===== src/rtl/lutram_fifo.sv =====
// lutram_fifo: 64-entry first-word-fall-through FIFO built from WIDTH
// single-bit ram64x1d LUT RAMs (synchronous write port A, asynchronous
// read port B). Occupancy is tracked by an explicit counter, so full and
// empty never depend on pointer comparison.
// Optional sticky overflow/underflow flags: define LUTRAM_FIFO_ERRFLAGS_EN.

// 64x1 dual-port LUT RAM: synchronous write on port A, async reads on both ports.
module ram64x1d (
    input  logic       a_clk,
    input  logic [5:0] a_addr,
    input  logic       a_wren,
    input  logic       a_wrdata,
    output logic       a_rddata,
    input  logic [5:0] b_addr,
    output logic       b_rddata
);
    logic [63:0] mem;

    // Port A write; contents are never cleared
    always_ff @(posedge a_clk) begin
        if (a_wren) begin
            mem[a_addr] <= a_wrdata;
        end
    end

    assign a_rddata = mem[a_addr];
    assign b_rddata = mem[b_addr];
endmodule

module lutram_fifo #(
    parameter int unsigned WIDTH = 8,
    parameter int unsigned AFULL = 48
) (
    input  logic             clk,
    input  logic             reset,
    input  logic [WIDTH-1:0] wr_data,
    input  logic             wr_en,
    output logic             full,
    output logic             almost_full,
    output logic [WIDTH-1:0] rd_data,
    input  logic             rd_en,
    output logic             empty,
    output logic [6:0]       count,
    output logic             overflow,
    output logic             underflow,
    input  logic             err_clr
);
    logic [5:0]       wr_ptr;
    logic [5:0]       rd_ptr;
    logic [6:0]       count_next;
    logic             push;
    logic             pop;
    logic [WIDTH-1:0] a_rddata_unused;

    assign push = wr_en & ~full;
    assign pop  = rd_en & ~empty;

    // One LUT RAM per data bit; port B gives zero-latency head data
    for (genvar i = 0; i < WIDTH; i++) begin : g_bit
        ram64x1d u_ram (
            .a_clk    (clk),
            .a_addr   (wr_ptr),
            .a_wren   (push),
            .a_wrdata (wr_data[i]),
            .a_rddata (a_rddata_unused[i]),
            .b_addr   (rd_ptr),
            .b_rddata (rd_data[i])
        );
    end

    // Next occupancy from the accepted push/pop pair
    always_comb begin
        count_next = count;
        if (push && !pop) begin
            count_next = count + 7'd1;
        end else if (!push && pop) begin
            count_next = count - 7'd1;
        end
    end

    // Pointers, count and registered status flags derived from next count
    always_ff @(posedge clk) begin
        if (reset) begin
            wr_ptr      <= '0;
            rd_ptr      <= '0;
            count       <= '0;
            empty       <= 1'b1;
            full        <= 1'b0;
            almost_full <= 1'b0;
        end else begin
            if (push) begin
                wr_ptr <= wr_ptr + 6'd1;
            end
            if (pop) begin
                rd_ptr <= rd_ptr + 6'd1;
            end
            count       <= count_next;
            empty       <= (count_next == 7'd0);
            full        <= (count_next == 7'd64);
            almost_full <= (count_next >= 7'(AFULL));
        end
    end

`ifdef LUTRAM_FIFO_ERRFLAGS_EN
    // Sticky error flags; a new error in the clearing cycle keeps the flag set
    always_ff @(posedge clk) begin
        if (reset) begin
            overflow  <= 1'b0;
            underflow <= 1'b0;
        end else begin
            if (wr_en && full) begin
                overflow <= 1'b1;
            end else if (err_clr) begin
                overflow <= 1'b0;
            end
            if (rd_en && empty) begin
                underflow <= 1'b1;
            end else if (err_clr) begin
                underflow <= 1'b0;
            end
        end
    end
`else
    logic err_clr_unused;

    assign err_clr_unused = err_clr;
    assign overflow       = 1'b0;
    assign underflow      = 1'b0;
`endif
endmodule


===== config.mk =====
export PLATFORM = sky130hd
export DESIGN_NAME = lutram_fifo
export DESIGN_NICKNAME = d
export VERILOG_FILES = /design/src/rtl/lutram_fifo.sv
export SDC_FILE = /design/constraint.sdc
export NUM_CORES = 1
export LEC_CHECK = 0
export ABC_AREA = 1
export BUFFER_PORTS_ARGS = -buffer_cell sky130_fd_sc_hd__buf_2
export CELL_PAD_IN_SITES_DETAIL_PLACEMENT = 0
export CELL_PAD_IN_SITES_GLOBAL_PLACEMENT = 1
export CORE_UTILIZATION = 40
export CTS_BUF_LIST = sky130_fd_sc_hd__clkbuf_8
export DETAILED_ROUTE_END_ITERATION = 6
export PLACE_DENSITY_LB_ADDON = 0.2
export SLEW_MARGIN = 30
export SYNTH_ARGS = -nofsm -noshare
export SYNTH_HDL_FRONTEND = slang
export SYNTH_HIERARCHICAL = 1
export SYNTH_SLANG_ARGS = --single-unit

===== constraint.sdc =====
create_clock -name clk -period 2.1 [get_ports clk]
set_input_delay 0.42 -clock clk [delete_from_list [all_inputs] [get_ports clk]]
set_output_delay 0.42 -clock clk [all_outputs]
set_load 0.01 [all_outputs]

==> out/metrics.yaml, run 1 <==
status: "finished, violations left"
violations: "negative setup slack"
crit_fanout: 7
dr.pass1.iters: 7
worstPathCellList: "buf_12 > buf_12 > clkinv_8 > clkbuf_16 > nand2_1 > nand3_2 > nand3_2 > nand2_1 > nand2_1 > nand3_1 > nand3_2 > nand2_4 > buf_6"
initial_core_util: 0.408
setup_tns_ps: -4750
drv_cap: 0
die_w_um: 253
leakage_nw: 10.9
die_h_um: 253
fin_crit_sh: 1.33
numClockSinks: 534
slew_viol_final: 0
grt_pass1_vias: 18860
core_mm2: 0.0621
tightest_slew_ps: 618
grt_pass1_wl_um: 103000
layout_setup_ws_ps: -697
cts_tree: "yes"
fin_nets: 2907
cp_data_arrival_time_ps: 2380
drive_gt1_frac: 0.150
crit_path_top_delay_cell: "dfxtp_4"
ioPinCount: 33
power_density_mw_per_mm2: 830
cts_buffer_depth: 3
critPathKind: "reg2out"
htreeDepth: 3
hp-class: "in2reg"
path_delay_family: "buffers and inverters"
routed_via_density: 5.10
die-area_mm2: 0.0642
syn_inst: 2745
grt_max_degree: 65
syn_area_mm2: 0.0253
total_power_w: 0.0248
required_ps: 1680
hold_viol_final: 0
drc: 0
numCtsBuffers: 91
cts_root_buf: "clkbuf_8"
slew_headroom: 0.588
syn_to_final_growth_pct: 18.1
max_freq_mhz: 357
routabilityCongestion: 0.782
vias: 19359
mostFrequentLayoutCells: "729 x nand2_1, 550 x nor2_1, 512 x edfxtp_1"
drtAntennaViolNets: 0
ir_drop_mv: 0.512
final.setup_skew_ps: 17.9
yosysWarnings: 6
critPathCaptureType: "output port"
wl_per_cell_um: 17.4
dr.first_iter.drc_count: 1360
track_usage: 0.208
rows: 91
fin_crit_ps: 2800
start_kind: "flop"
layout_commonest_cell: "nand2_1"
clock_latency_ps: 670
antenna_found_initial: 1
wirelength_um: 65900
portBuffers: 29
setup_viol: 8
critical_path.max_stage_delay_ps: 380
rsz0062_at_grt: "true"
dpl.hpwl_um: 40100
critPathBufInv: 5
clk_pin_slew_ps: 60
gr-total-overflow: 0
avgSynthCellArea_um2: 9.21
sequential cells by signal (all words and copies together) (netlist names):
register	count
rd_ptr	6
almost_full	1
full	1
empty	1
g_bit.u_ram/mem	512
count	7
wr_ptr	6
worst register-to-register path, delay by kind of cell, from the launching register on:
family / cells / cell delay, ps
buf+inv: 2 / 250
flops: 1 / 380
simple gates: 4 / 970
layer usage:
| metal | vias up | track usage | part of all wire |
|---|---|---|---|
| li1 | 9395 | - | - |
| met1 | 9438 | 0.267 | 0.44 |
| met2 | 429 | 0.357 | 0.49 |
| met3 | 97 | 0.0317 | 0.048 |
| met4 | 0 | 0.0689 | 0.019 |
| met5 | - | 0 | 0 |
through the flow:
stage | instances | instance area [um2] | setup WS [ps] | utilization | hold slack [ps]
global placement | 3614 | 27200 | -124 | 0.438 | 536
global route | 3793 | 29900 | -812 | 0.481 | 86.2
detailed placement | 3614 | 27200 | -140 | 0.438 | 529
CTS | 3784 | 29300 | -725 | 0.472 | 60.8
floorplan | 2746 | 25300 | 173 | - | 501
finish | 3793 | 29900 | -697 | 0.481 | 116
what timing repair did:
item	4_1_cts	5_1_grt
setup endpoints to repair	8	8
pin swaps	28	63
cloned	6	7
hold buffers	0	0
hold endpoints to repair	0	0
buffers inserted	6	1
resized for setup	72	101
power by group:
part	switching, W	internal, W	total, W
clock	0.00413	0.00446	0.00859
combinational	0.00263	0.00175	0.00438
sequential	0.0000851	0.0117	0.0118
worst paths after layout:
path / from / endpoint / slack, ps / depth (start not counted)
worst max register to register: full / g_bit[4].u_ram/mem[60] / 200 / 6
worst min-delay path: reset / count[3] / 120 / 2
worst min register to register: count[4] / count[4] / 540 / 2
worst max-delay path: rd_ptr[0] / rd_data[6] / -700 / 13
cell type report:
type | count | area, um2
clock buffer | 97 | 1340
timing repair buffer | 174 | 2140
tap | 837 | 1050
inverter | 202 | 835
fill | 5931 | 32200
sequential | 534 | 15800
antenna | 1 | 2.50
clock inverter | 61 | 295
multi-input combinational | 1887 | 8390
No activity file was read; power rests on OpenSTA's default activity.
==> run 2: changes to the inputs <==
CELL_PAD_IN_SITES_DETAIL_PLACEMENT = 1   (was 0)
==> run 2 against run 1 <==
The run still ends with negative setup slack left. Wire length up 12%. Non-clock buffer count up 13. Die area unchanged. Critical path depth unchanged. Via count up 2.1%.
==> out/metrics.yaml, run 2 (synthesis results as in run 1) <==
status: "finished, violations left"
violations: "negative setup slack"
cts_tree: "yes"
clk_pin_slew_ps: 60
grt_max_degree: 65
layout_commonest_cell: "nand2_1"
pwr-share-comb: 0.189
fin_crit_sh: 1.33
ioPinCount: 33
pwr-share-clk: 0.348
required_ps: 1680
grt_pass1_vias: 20975
fin_crit_ps: 2800
top_regs: "g_bit.u_ram/mem: 512 flops, count: 7 flops"
track_usage: 0.228
largest_reg_flops: 512
critPathBufInv: 5
internal-power_w: 0.0182
drc: 0
numCtsBuffers: 94
core_mm2: 0.0621
cts_buffer_depth: 3
ir_drop_mv: 0.595
tightest_slew_ps: 622
hp-class: "in2reg"
multi_input_area_mm2: 0.00839
wirelength_um: 73700
dr.pass1.iters: 5
gr-total-overflow: 0
p_sw_frac: 0.286
crit_fanout: 7
worstPathCellList: "buf_12 > buf_16 > clkinv_16 > buf_12 > nand2_1 > nand3_1 > nand3_1 > nand2_1 > nand2_1 > nand3_2 > nand3_2 > nand2_2 > buf_6"
final.setup_skew_ps: 25.3
die_h_um: 253
setup_tns_ps: -5300
holdWs_ps: 101
worstHoldStart: "reset"
power_density_mw_per_mm2: 841
vias: 19769
slew_viol_final: 0
drtAntennaViolNets: 0
clock_latency_ps: 680
dpl.hpwl_um: 44500
mostFrequentLayoutCells: "733 x nand2_1, 550 x nor2_1, 512 x edfxtp_1"
htreeDepth: 3
die-area_mm2: 0.0642
hold_path_depth: 2
grt_pass1_wl_um: 113000
rows: 91
numClockSinks: 534
antenna_found_initial: 1
portBuffers: 29
layout_setup_ws_ps: -698
critPathCaptureType: "output port"
r2r_slack_ps: 150
r2r_end: "g_bit[4].u_ram/mem[28]"
max_freq_mhz: 357
rsz0062_at_grt: "true"
cp_data_arrival_time_ps: 2380
critical_path.max_stage_delay_ps: 390
wl_per_cell_um: 19.3
cts_root_buf: "clkbuf_8"
cp_common_cell: "nand2_1"
hold_viol_final: 0
fillCellCount: 7040
slew_headroom: 0.585
post-route-util: 0.489
routabilityCongestion: 0.782
drive_gt1_frac: 0.154
drv_cap: 0
rr_worst_depth: 6
crit_path_top_delay_cell: "dfxtp_4"
critPathKind: "reg2out"
syn_to_final_growth_pct: 20.1
timing.rr.start: "full"
fin_nets: 2923
post-place-ws_ps: -184
initial_core_util: 0.408
path_delay_family: "buffers and inverters"
dr.first_iter.drc_count: 1201
start_kind: "flop"
die_w_um: 253
routed_via_density: 5.17
regMostFlops: "g_bit.u_ram/mem"
p_sw_w: 0.00730
seqPwrFrac: 0.463
setup_viol: 8
holdPathEnd: "count[2]"
final-seq-area_mm2: 0.0158
leakage_nw: 11.1
## run 2: through the flow
step                total power [W]  cells  cell area [um2]
detailed placement           0.0159   3614            27200
global placement             0.0158   3614            27200
finish                       0.0255   3821            30400
global route                 0.0267   3821            30400
CTS                          0.0254   3807            29600
floorplan                    0.0144   2746            25300
## run 2: power groups by stage
stage | combinational, W | clock, W | sequential, W
after floorplan | 0.00236 | 0 | 0.0121
after global placement | 0.00374 | 0 | 0.0120
after detailed placement | 0.00386 | 0 | 0.0121
after CTS | 0.00443 | 0.00914 | 0.0118
after global routing | 0.00525 | 0.00957 | 0.0118
final | 0.00482 | 0.00887 | 0.0118
## run 2: per-layer routing
layer	GRT usage	vias to the layer above	part of all wire
met5	0	-	0
met4	0.0741	0	0.020
met3	0.0315	109	0.039
met2	0.412	367	0.51
met1	0.280	9875	0.43
li1	-	9418	-
## run 2: worst reg2reg max path, cell delays in order (launching register included)
cell and delay (ps):
dfxtp_1 380, nor2_8 150, buf_4 200, inv_1 70, nor2_1 230, nand2_1 350, nor2_1 260
## run 2: repair_timing
action | in CTS | in global routing
hold buffers | 0 | 0
endpoints found under the setup margin | 8 | 8
gates cloned | 12 | 13
gates resized for setup | 99 | 98
endpoints found under the hold margin | 0 | 0
pin swaps | 44 | 50
setup buffers | 8 | 1
## run 2: area by class of cell
class	instances	share of cell area
inverter	202	0.0285
multi-input combinational	1887	0.276
timing repair buffer	187	0.0834
sequential	534	0.521
clock buffer	100	0.0453
tap	837	0.0345
clock inverter	73	0.0108
antenna	1	0.0000824
## run 2: worst max-delay path by stage
stage	from	endpoint	slack (ps)	cells after the start
4_1_cts	rd_ptr[0]	rd_data[0]	-720	12
6_report	rd_ptr[0]	rd_data[4]	-700	13
3_3_place_gp	rd_ptr[0]	rd_data[5]	-120	11
3_5_place_dp	rd_ptr[0]	rd_data[5]	-180	11
2_1_floorplan	wr_ptr[3]	g_bit[0].u_ram/mem[63]	170	4
5_1_grt	rd_ptr[0]	rd_data[2]	-790	13
==> run 3: changes to the inputs <==
SETUP_SLACK_MARGIN = 0.5   (was default)
==> run 3 against run 2 <==
The flow still finishes with violations (negative setup slack). Wire length grew 6.2%. First-iteration DRC count shrank 4.3%. Final area grew 7.4%. Critical path type unchanged. Final cell count is essentially flat. Clock power shrank 4.4%. Worst hold slack gained 24 ps. Fmax is essentially flat. Register-to-register slack gained 170 ps.
==> out/metrics.yaml, run 3 (synthesis results as in run 1) <==
status: "finished, violations left"
violations: "negative setup slack"
seqPwrFrac: 0.469
pwr-share-clk: 0.336
cts_tree: "yes"
critical_path.max_stage_delay_ps: 420
gr-total-overflow: 0
numCtsBuffers: 93
max_freq_mhz: 358
ir_drop_mv: 0.410
fin_nets: 2932
die_w_um: 253
required_ps: 1680
dr.first_iter.drc_count: 1149
cp_data_arrival_time_ps: 2380
htreeDepth: 3
regMostFlops: "g_bit.u_ram/mem"
portBuffers: 29
slew_headroom: 0.615
leakage_nw: 11.2
hold_viol_final: 0
clock_latency_ps: 680
wirelength_um: 78200
layout_commonest_cell: "nand2_1"
drc: 0
drive_gt1_frac: 0.266
p_sw_w: 0.00743
drv_cap: 0
die_h_um: 253
critPathBufInv: 4
syn_to_final_growth_pct: 29.0
setup_viol: 8
rows: 91
crit_fanout: 15
worstPathCellList: "buf_12 > inv_4 > buf_12 > nand2_1 > nand3_2 > nand3_1 > nand2_1 > nand2_1 > nand3_2 > nand3_2 > nand2_2 > buf_6"
cts_buffer_depth: 3
ioPinCount: 33
fillCellCount: 6745
fin_crit_sh: 1.33
pwr-share-comb: 0.195
antenna_found_initial: 4
grt_max_degree: 65
top_regs: "g_bit.u_ram/mem: 512 flops, count: 7 flops"
tightest_slew_ps: 578
fin_crit_ps: 2800
clk_pin_slew_ps: 70
largest_reg_flops: 512
final-seq-area_mm2: 0.0159
drtAntennaViolNets: 0
mostFrequentLayoutCells: "696 x nand2_1, 512 x edfxtp_1, 424 x nand3_1"
dr.pass1.iters: 5
placed_area_mm2: 0.0270
power_density_mw_per_mm2: 774
cts_root_buf: "clkbuf_8"
multi_input_area_mm2: 0.0106
design_area_mm2: 0.0326
p_sw_frac: 0.295
internal-power_w: 0.0178
setup_tns_ps: -5000
critPathKind: "reg2out"
dpl.hpwl_um: 44400
hp-class: "in2reg"
layout_setup_ws_ps: -697
routabilityCongestion: 0.814
grt_pass1_vias: 20940
routed_via_density: 5.28
wl_per_cell_um: 20.5
slew_viol_final: 0
initial_core_util: 0.408
track_usage: 0.237
numClockSinks: 534
final.setup_skew_ps: 22.8
crit_path_top_delay_cell: "dfxtp_4"
rsz0062_at_grt: "true"
start_kind: "flop"
critPathCaptureType: "output port"
post-route-util: 0.526
die-area_mm2: 0.0642
core_mm2: 0.0621
vias: 20171
path_delay_family: "simple AND/OR/NAND/NOR gates"
grt_pass1_wl_um: 117000
-- run 3: cell types whose count changed in the layout (fill, tap and decap cells not counted), sizes merged --
cell	before	now
inv	229	216
clkbuf	113	101
bufinv	1	0
clkinvlp	4	5
nor2	556	557
clkinv	41	45
diode	1	2
buf	174	192
-- run 3: worst paths after layout --
| path | from | depth (start not counted) | slack (ps) | end |
|---|---|---|---|---|
| worst max register to register | full | 8 | 320 | g_bit[4].u_ram/mem[16] |
| worst min-delay path | reset | 2 | 120 | count[2] |
| worst min register to register | count[1] | 2 | 540 | count[1] |
| worst max-delay path | rd_ptr[0] | 12 | -700 | rd_data[2] |
-- run 3: timing repair --
item	4_1_cts	5_1_grt
buffers inserted	35	22
pin swaps	107	148
endpoints found under the setup margin	509	511
gates resized for setup	479	416
hold buffers	0	0
cloned	7	4
-- run 3: area by class of cell --
cell class | count | share of cell area
Sequential cell | 534 | 0.486
Multi-Input combinational cell | 1888 | 0.325
Timing Repair Buffer | 196 | 0.0784
Clock buffer | 97 | 0.0409
Tap cell | 837 | 0.0321
Inverter | 202 | 0.0294
Clock inverter | 64 | 0.00763
Antenna cell | 2 | 0.000153
-- run 3: layer usage --
metal,wire [um],vias to the layer above,track usage
met1,32900,10181,0.299
li1,-,9457,-
met3,3820,129,0.0415
met4,1870,2,0.0750
met5,7,-,0
met2,39700,402,0.412
-- run 3: worst reg2reg max path: stages (launching register included) --
cell,delay [ps]
dfxtp_4,370
nor2_8,160
buf_6,140
buf_16,150
clkinv_8,60
nor2_4,130
buf_8,170
nand2_8,140
nor2_4,150
-- run 3: through the flow --
stage          setup slack (ps)  power [W]  instances  hold WS (ps)
5_1_grt                    -785     0.0263       3819          97.8
4_1_cts                    -676     0.0251       3792          44.6
3_5_place_dp              -34.8     0.0159       3589           548
6_report                   -697     0.0252       3820           125
3_3_place_gp               26.0     0.0158       3589           524
2_1_floorplan               451     0.0147       2746           501
-- run 3: power by group through the flow --
stage	logic [W]	clock network (W)	registers, W
global placement	0.00371	0	0.0120
floorplan	0.00264	0	0.0121
global route	0.00533	0.00913	0.0118
CTS	0.00457	0.00868	0.0118
finish	0.00493	0.00848	0.0118
detailed placement	0.00384	0	0.0121
